==> src/rtl/pc_fetch_unit.sv <==
// Instruction-fetch front end: owns the PC and the icache request, and fills the IF/ID latch.
// Redirects that arrive while IF is stalled are parked, then applied when the stall releases.
module pc_fetch_unit #(
  parameter int                 WORD_W  = 32,
  parameter logic [WORD_W-1:0]  PC_INIT = '0
) (
  input  logic              CLK,
  input  logic              nRST,
  input  logic              ihit,
  input  logic [WORD_W-1:0] imemload,
  output logic              imemREN,
  output logic [WORD_W-1:0] imemaddr,
  input  logic              ifW,
  input  logic              ifRST,
  input  logic              brnch_valid,
  input  logic [WORD_W-1:0] brnch_target,
  input  logic              jr_valid,
  input  logic [WORD_W-1:0] jr_target,
  input  logic              jmp_valid,
  input  logic [WORD_W-1:0] jmp_target,
  input  logic              halt,
  output logic [WORD_W-1:0] if_instr,
  output logic [WORD_W-1:0] if_npc,
  output logic              if_valid,
  output logic              halted
);

  typedef enum logic [1:0] {
    RUN,
    REDIR_PEND,
    HALTED
  } state_t;

  // Class encodes redirect priority numerically: an older instruction gets a larger value.
  typedef enum logic [1:0] {
    CLS_NONE,
    CLS_JMP,
    CLS_JR,
    CLS_BR
  } redir_cls_t;

  localparam logic [WORD_W-1:0] PC_STEP = WORD_W'(4);

  state_t            state_q, state_d;
  logic [WORD_W-1:0] pc_q, pc_d;
  logic [WORD_W-1:0] instr_q, instr_d;
  logic [WORD_W-1:0] npc_q, npc_d;
  logic              valid_q, valid_d;
  logic [WORD_W-1:0] pendTgt_q, pendTgt_d;
  redir_cls_t        pendCls_q, pendCls_d;

  redir_cls_t        newCls;
  logic [WORD_W-1:0] newTgt;
  logic              redir;
  logic [WORD_W-1:0] pcPlus4;

  always_comb begin
    newCls = CLS_NONE;
    newTgt = '0;
    if (brnch_valid) begin
      newCls = CLS_BR;
      newTgt = brnch_target;
    end else if (jr_valid) begin
      newCls = CLS_JR;
      newTgt = jr_target;
    end else if (jmp_valid) begin
      newCls = CLS_JMP;
      newTgt = jmp_target;
    end
  end

  assign redir   = (newCls != CLS_NONE);
  assign pcPlus4 = pc_q + PC_STEP;

  always_comb begin
    state_d   = state_q;
    pc_d      = pc_q;
    instr_d   = instr_q;
    npc_d     = npc_q;
    valid_d   = valid_q;
    pendTgt_d = pendTgt_q;
    pendCls_d = pendCls_q;

    unique case (state_q)
      RUN: begin
        if (halt) begin
          state_d = HALTED;
          instr_d = '0;
          npc_d   = '0;
          valid_d = 1'b0;
        end else if (redir && ifW) begin
          pc_d    = newTgt;
          instr_d = '0;
          npc_d   = '0;
          valid_d = 1'b0;
        end else if (redir) begin
          pendTgt_d = newTgt;
          pendCls_d = newCls;
          state_d   = REDIR_PEND;
        end else if (ifW && ifRST) begin
          instr_d = '0;
          npc_d   = '0;
          valid_d = 1'b0;
          if (ihit) pc_d = pcPlus4;
        end else if (ifW && ihit) begin
          instr_d = imemload;
          npc_d   = pcPlus4;
          valid_d = 1'b1;
          pc_d    = pcPlus4;
        end else if (ifW) begin
          instr_d = '0;
          npc_d   = '0;
          valid_d = 1'b0;
        end
      end

      REDIR_PEND: begin
        // A parked redirect always wins over halt: the halting instruction is on the squashed path.
        if (redir && (newCls > pendCls_q)) begin
          pendTgt_d = newTgt;
          pendCls_d = newCls;
        end
        if (ifW) begin
          pc_d      = pendTgt_d;
          instr_d   = '0;
          npc_d     = '0;
          valid_d   = 1'b0;
          pendCls_d = CLS_NONE;
          state_d   = RUN;
        end
      end

      HALTED: begin
        state_d = HALTED;
      end

      default: begin
        state_d = RUN;
      end
    endcase
  end

  always_ff @(posedge CLK or negedge nRST) begin
    if (!nRST) begin
      state_q   <= RUN;
      pc_q      <= PC_INIT;
      instr_q   <= '0;
      npc_q     <= '0;
      valid_q   <= 1'b0;
      pendTgt_q <= '0;
      pendCls_q <= CLS_NONE;
    end else begin
      state_q   <= state_d;
      pc_q      <= pc_d;
      instr_q   <= instr_d;
      npc_q     <= npc_d;
      valid_q   <= valid_d;
      pendTgt_q <= pendTgt_d;
      pendCls_q <= pendCls_d;
    end
  end

  assign imemaddr = pc_q;
  assign imemREN  = (state_q == RUN);
  assign halted   = (state_q == HALTED);
  assign if_instr = instr_q;
  assign if_npc   = npc_q;
  assign if_valid = valid_q;

endmodule

==> config.mk <==
export PLATFORM = sky130hd
export DESIGN_NAME = pc_fetch_unit
export DESIGN_NICKNAME = d
export VERILOG_FILES = /design/src/rtl/pc_fetch_unit.sv
export SDC_FILE = /design/constraint.sdc
export NUM_CORES = 1
export LEC_CHECK = 0
export ABC_CLOCK_PERIOD_IN_PS = 2900
export CORE_MARGIN = 8
export CORE_UTILIZATION = 56
export DETAILED_ROUTE_END_ITERATION = 10
export DONT_BUFFER_PORTS = 1
export MAX_ROUTING_LAYER = met4
export PLACE_DENSITY = 0.76
export SLEW_MARGIN = 20
export SYNTH_ARGS = -nofsm -noshare
export SYNTH_HDL_FRONTEND = slang
export SYNTH_SLANG_ARGS = --single-unit
==> constraint.sdc <==
create_clock -name CLK -period 2.9 [get_ports CLK]
set_input_delay 0.58 -clock CLK [delete_from_list [all_inputs] [get_ports CLK]]
set_output_delay 0.58 -clock CLK [all_outputs]
set_load 0.005 [all_outputs]
==> results.ini, run 1 <==
[status]
outcome=finished with violations
failed_checks=hold timing

[detailed_routing]
vias_per_cell=6.51
drt_first_pass_iters=5
drc_errors=0
drt_iter0_drc=551
vias=5901
routed_wl_mm=21.9
ant_nets=0
drt-wirelength-per-cell_um=24.2

[clock_network]
post-cts-setup-buffer-count=0
post_cts_resized=0
cts_inserted_buffers=17
clkTransAtPathRegs_ns=0.06
clockBufferDepth=2
clock_sinks=133
cts_tree=done
root_buffer=clkbuf_16
cts_max_level=4
insertion_delay_ns=0.42

[global_routing]
grt_pass1_wl_mm=33.7
grt.total_usage_pct=26.9
grt_antenna_before_repair=0
grt_max_degree=134
overflow=0
first_global_vias=5764

[power]
combPwrFrac_pct=13.4
power_switching_w=0.00140
switching_share_pct=26.7
intPower_w=0.00385
power_leakage_nw=3.42
total_power_w=0.00526
power_frac_clock_pct=42.7
power_density_nw_per_um2=663
vdd_drop_max_v=0.000358
seq_power_share_pct=43.8

[timing]
holdWs_ns=-0.150
relSlewSlack_pct=57.2
grt_setup_unrepaired=no
drv_slew=0
hold_viol_final=133
setup_tns_ns=0
period_needed_ns=2.39
clock.fmax_mhz=418
post-route-period-util_pct=82.4
layout_setup_ws_ns=0.510
setup_viol=0
finClkSkew_ns=0.0130
worst_pin_slew_ns=0.641

[setup_path]
critPathKind=reg -> reg
end_kind=register
required_ns=3.24
cp-start-kind=register
r2r_setup_slack_ns=0.51
crit_fanout=6
crit_arrival_ns=2.73

[floorplan]
start_util_pct=57.2
rows=41
die-area_um2=16800
die_y_um=129
core-area_um2=12600
die_w_um=129
pin_count=236

[cells_and_area]
area_growth_pct=9.94
finish.instance_area_um2=7930
drive_gt1_share_pct=12.8
final_cell_mix=dfrtp_1, nand2_1, o21ai_0, a22o_1, nor2_1
layout_commonest_cell=dfrtp_1
fin_util_pct=62.8
diodes=0
num-nets-final=863

[synthesis]
synthFlopType=dfrtp_1
synth.avg_cell_area_um2=9.70
yosysWarningCount=0
yosysSeqAreaShare_pct=46.1
synth-edff-count=0
yosysUniqueCellTypes=73
synthArstFlopShare_pct=100
ys_ff_latch=133
synth_area_um2=7210
synthCells=744
syn_nets=884

[job]
drv_cap=0

[hold_path]
min_path_type=in -> async

[placement]
numPortBuffers=0
pre_cts_ws_ns=0.280
place_congestion=0.913
dp_hpwl_mm=16.4
place_area_um2=7320

[flip-flops by register name, summed over array words and instances (netlist names)]
signal     count
if_instr      32
if_npc        32
if_valid       1
imemaddr      32
pendCls_q      2
pendTgt_q     32
state_q        2
[worst max-delay path, cell delays in order, from the launching register on]
cell      delay [ns]
dfrtp_1         0.46
ha_1            0.37
inv_1           0.12
or3_1           0.45
nor3_1          0.51
a222oi_1        0.21
o21ai_0         0.19
[worst paths after layout]
kind / startpoint / endpoint / depth (start not counted)
min in group CLK: ifW / state_q[0] / 1
worst min-delay path: nRST / if_npc[0] / 0
worst min register to register: pendTgt_q[14] / pendTgt_q[14] / 2
worst max-delay path: imemaddr[3] / imemaddr[16] / 6
worst max register to register: imemaddr[3] / imemaddr[16] / 6
max in group asynchronous: nRST / if_instr[11] / 0
[per-layer routing]
layer / vias up / routed length [µm] / track usage (%) / part of all wire (%)
li1: 2722 / - / - / -
met4: 0 / 219 / 7.04 / 1.0
met5: - / 0 / - / 0
met1: 2838 / 9530 / 34.8 / 43
met3: 18 / 2250 / 8.59 / 10
met2: 323 / 9910 / 40.0 / 45
[Yosys cell counts (3+ instances only)]
library cell,instances,area (µm²)
a221oi_1,5,43.8
a22oi_1,20,150
a221o_1,13,130
o22ai_1,6,37.5
a22o_1,47,412
and4_1,5,43.8
or3_1,3,18.8
clkbuf_1,29,109
nand2_1,99,372
nor2b_1,5,31.3
dfrtp_1,133,3330
o21ai_1,4,20.0
buf_4,3,22.5
xnor2_1,19,166
nand2b_1,8,50.1
inv_1,13,48.8
o21a_1,3,22.5
nand4_1,6,37.5
and3_1,9,56.3
o221a_2,4,45.0
ha_1,3,37.5
nor3_1,8,40.0
mux2_2,15,169
buf_2,18,90.1
o211a_1,3,30.0
buf_6,5,56.3
o31a_1,3,26.3
o22a_1,3,26.3
a21oi_1,36,180
xor2_1,9,78.8
and2_1,4,25.0
nand3_1,10,50.1
a31oi_1,7,43.8
nand3b_1,3,22.5
nor2_1,38,143
o2bb2ai_1,7,61.3
o21ai_0,85,425
nor4_1,3,18.8
[cell type report]
| cell class | instances | area [µm²] |
|---|---|---|
| inverter | 13 | 48.8 |
| clock inverter | 10 | 155 |
| clock buffer | 20 | 457 |
| fill | 1066 | 4690 |
| timing repair buffer | 17 | 140 |
| sequential | 133 | 3330 |
| multi-input combinational | 541 | 3590 |
| tap | 172 | 215 |
[cells by family after synthesis]
family | Yosys count | synth area share, %
flip-flops | 133 | 46.1
AND/OR/NAND/NOR | 219 | 15.5
XOR/XNOR | 28 | 3.40
multiplexers | 17 | 2.69
adder cells (fa/ha/maj) | 3 | 0.520
buffers and inverters | 70 | 4.65
AO/OA/AOI/OAI | 274 | 27.1
[power by group through the flow]
| stage | combinational, W | sequential [W] | clock [W] |
|---|---|---|---|
| after floorplan | 0.000569 | 0.00225 | 0 |
| after global placement | 0.000672 | 0.00233 | 0 |
| after detailed placement | 0.000694 | 0.00234 | 0 |
| after CTS | 0.000700 | 0.00231 | 0.00227 |
| after global routing | 0.000782 | 0.00233 | 0.00236 |
| final | 0.000705 | 0.00230 | 0.00225 |
[stage by stage]
stage,hold WS (ns),cells
2_1_floorplan,0.284,744
3_3_place_gp,0.290,876
3_5_place_dp,0.289,876
4_1_cts,-0.161,906
5_1_grt,-0.162,906
6_report,-0.150,906
Power figures use the tool's default switching activity.
==> run 2, diff against run 1 <==
--- a/config.mk
+++ b/config.mk
@@ -5,13 +5,13 @@
 export SDC_FILE = /design/constraint.sdc
 export NUM_CORES = 1
 export LEC_CHECK = 0
-export ABC_CLOCK_PERIOD_IN_PS = 2900
+export ABC_CLOCK_PERIOD_IN_PS = 1940
 export CORE_MARGIN = 8
 export CORE_UTILIZATION = 56
 export DETAILED_ROUTE_END_ITERATION = 10
 export DONT_BUFFER_PORTS = 1
 export MAX_ROUTING_LAYER = met4
-export PLACE_DENSITY = 0.76
+export PLACE_DENSITY = 0.79
 export SLEW_MARGIN = 20
 export SYNTH_ARGS = -nofsm -noshare
 export SYNTH_HDL_FRONTEND = slang
==> constraint.sdc (replaced) <==
create_clock -name CLK -period 1.94 [get_ports CLK]
set_input_delay 0.388 -clock CLK [delete_from_list [all_inputs] [get_ports CLK]]
set_output_delay 0.388 -clock CLK [all_outputs]
set_load 0.005 [all_outputs]
==> run 2 against run 1 <==
Effect of this change:
- the flow finishes with violations (hold timing, setup timing)
- wire length grew 10%
- sequential power up 47%
- fmax increased by 17%
- utilization grew 7.7 points
- clock power up 42%
- hold slack worse by 0.19 ns
- clock-buffer cell count shrank 2
- via count is 9.3% higher
- sequential share of layout area is 4.5 points lower
- global-route usage is 2.8 points higher
- first-iteration DRC count did not move
- final area is 12% higher
- largest cell class unchanged
- largest power group unchanged
- highest routed layer unchanged
==> results.ini, run 2 (synthesis gave the netlist of run 1 again) <==
[status]
outcome=finished with violations
failed_checks=hold timing, setup timing

[setup_path]
cp-start-kind=register
crit_start=pendCls_q[1]
r2r.worst_path.cells=8
critPathKind=reg -> reg
crit_arrival_ns=2.35
end_kind=register
critPathCapture=pendTgt_q[31]
r2r_setup_slack_ns=-0.11
worst_r2r_startpoint=pendCls_q[1]
worstReg2RegEnd=pendTgt_q[31]
required_ns=2.24
crit_fanout=25

[detailed_routing]
ant_nets=0
drt-wirelength-per-cell_um=24.2
vias=6451
routed_wl_mm=24.1
drc_errors=0
route.layer.met1.wl_mm=10.2
dr.max_layer_used=met4
drt_first_pass_iters=7
vias_per_cell=6.48
drt_iter0_drc=551
met3_length_mm=2.46
dr_wl_met2_mm=11.2

[clock_network]
cts_max_level=4
cts_tree=done
clock_sinks=133
cts_inserted_buffers=17
clockBufferDepth=2
clkTransAtPathRegs_ns=0.06
insertion_delay_ns=0.42
root_buffer=clkbuf_16

[global_routing]
grt.total_usage_pct=29.6
grt_max_degree=134
grt_antenna_before_repair=1
overflow=0
first_global_vias=6529
grt_pass1_wl_mm=37.3

[floorplan]
die_w_um=129
core-area_um2=12600
start_util_pct=57.2
rows=41
die_y_um=129
die-area_um2=16800
pin_count=236

[cells_and_area]
layout_commonest_cell=dfrtp_1
drive_gt1_share_pct=28.8
finish.instance_area_um2=8900
fin_cells=996
num-nets-final=950
area_growth_pct=23.4
fillCellCount=980
final_cell_mix=dfrtp_1, nand2_1, buf_4, o21ai_0, a22o_1

[power]
power_density_nw_per_um2=924
power_leakage_nw=3.87
total_power_w=0.00822
vdd_drop_max_v=0.000658

[placement]
dp_cells=956
numPortBuffers=0
place_area_um2=7990
place_congestion=0.921
dp_hpwl_mm=18.0

[timing]
layout_setup_ws_ns=-0.107
holdWs_ns=-0.340
finClkSkew_ns=0.00694
relSlewSlack_pct=56.3
setup_viol=22
period_needed_ns=2.05
clock.fmax_mhz=489
drv_slew=0
worst_pin_slew_ns=0.649
hold_viol_final=133
setup_tns_ns=-1.40
post-route-period-util_pct=106
grt_setup_unrepaired=yes

[job]
drv_cap=0

[hold_path]
min_path_type=in -> async

## run 2: cell types whose count changed in the layout (fill, tap and decap cells not counted), sizes merged
cell | before | now
buf | 17 | 101
bufinv | 4 | 2
clkbuf | 20 | 18
clkinv | 4 | 7
clkinvlp | 2 | 3
diode | 0 | 1
inv | 13 | 15
nor2 | 40 | 43
## run 2: stage by stage
stage | hold WS (ns) | util, % | setup WS (ns)
finish | -0.340 | 70.5 | -0.107
global route | -0.350 | 70.5 | -0.183
CTS | -0.357 | 68.8 | -0.0689
detailed placement | 0.0974 | 63.3 | -0.377
global placement | 0.0979 | 63.3 | -0.323
floorplan | 0.0924 | - | -0.711
## run 2: worst max-delay path, cell delays in order, from the launching register on
cell and delay (ns):
dfrtp_1 0.34, inv_2 0.05, ha_4 0.26, nor2b_4 0.18, o21a_1 0.18, a22oi_1 0.08
or3_4 0.36, buf_12 0.17, mux2_2 0.29
## run 2: how the worst min path moves through the flow
stage | end | cells past startpoint | slack, ns
detailed placement | imemaddr[0] | 0 | 0.1
global placement | imemaddr[0] | 0 | 0.1
global route | imemaddr[0] | 0 | -0.35
floorplan | if_instr[0] | 0 | 0.09
finish | pendTgt_q[0] | 0 | -0.34
CTS | pendTgt_q[10] | 0 | -0.36
## run 2: final cells by class
cell class	count	area [µm²]	share of cell area (%)
multi-input combinational	544	3870	43.5
sequential	133	3330	37.5
timing repair buffer	101	838	9.42
clock buffer	18	439	4.93
tap	172	215	2.42
clock inverter	14	153	1.72
inverter	13	48.8	0.548
antenna	1	2.50	0.0281
## run 2: routing by layer
layer  global-route usage, %  vias to the layer above
met2                    44.3                      347
met3                    7.72                       30
met1                    38.7                     3187
met4                    9.15                        0
li1                        -                     2887
met5                       -                        -
## run 2: what timing repair did
item,in CTS,in global routing
cloned,2,1
setup endpoints to repair,62,78
resized for setup,24,52
setup buffers,0,4
hold endpoints to repair,133,133
pin swaps,4,22
## run 2: power breakdown
part / switching, W / total (W) / internal [W]
clock: 0.00125 / 0.00319 / 0.00193
sequential: 0.000290 / 0.00337 / 0.00308
combinational: 0.000867 / 0.00166 / 0.000792
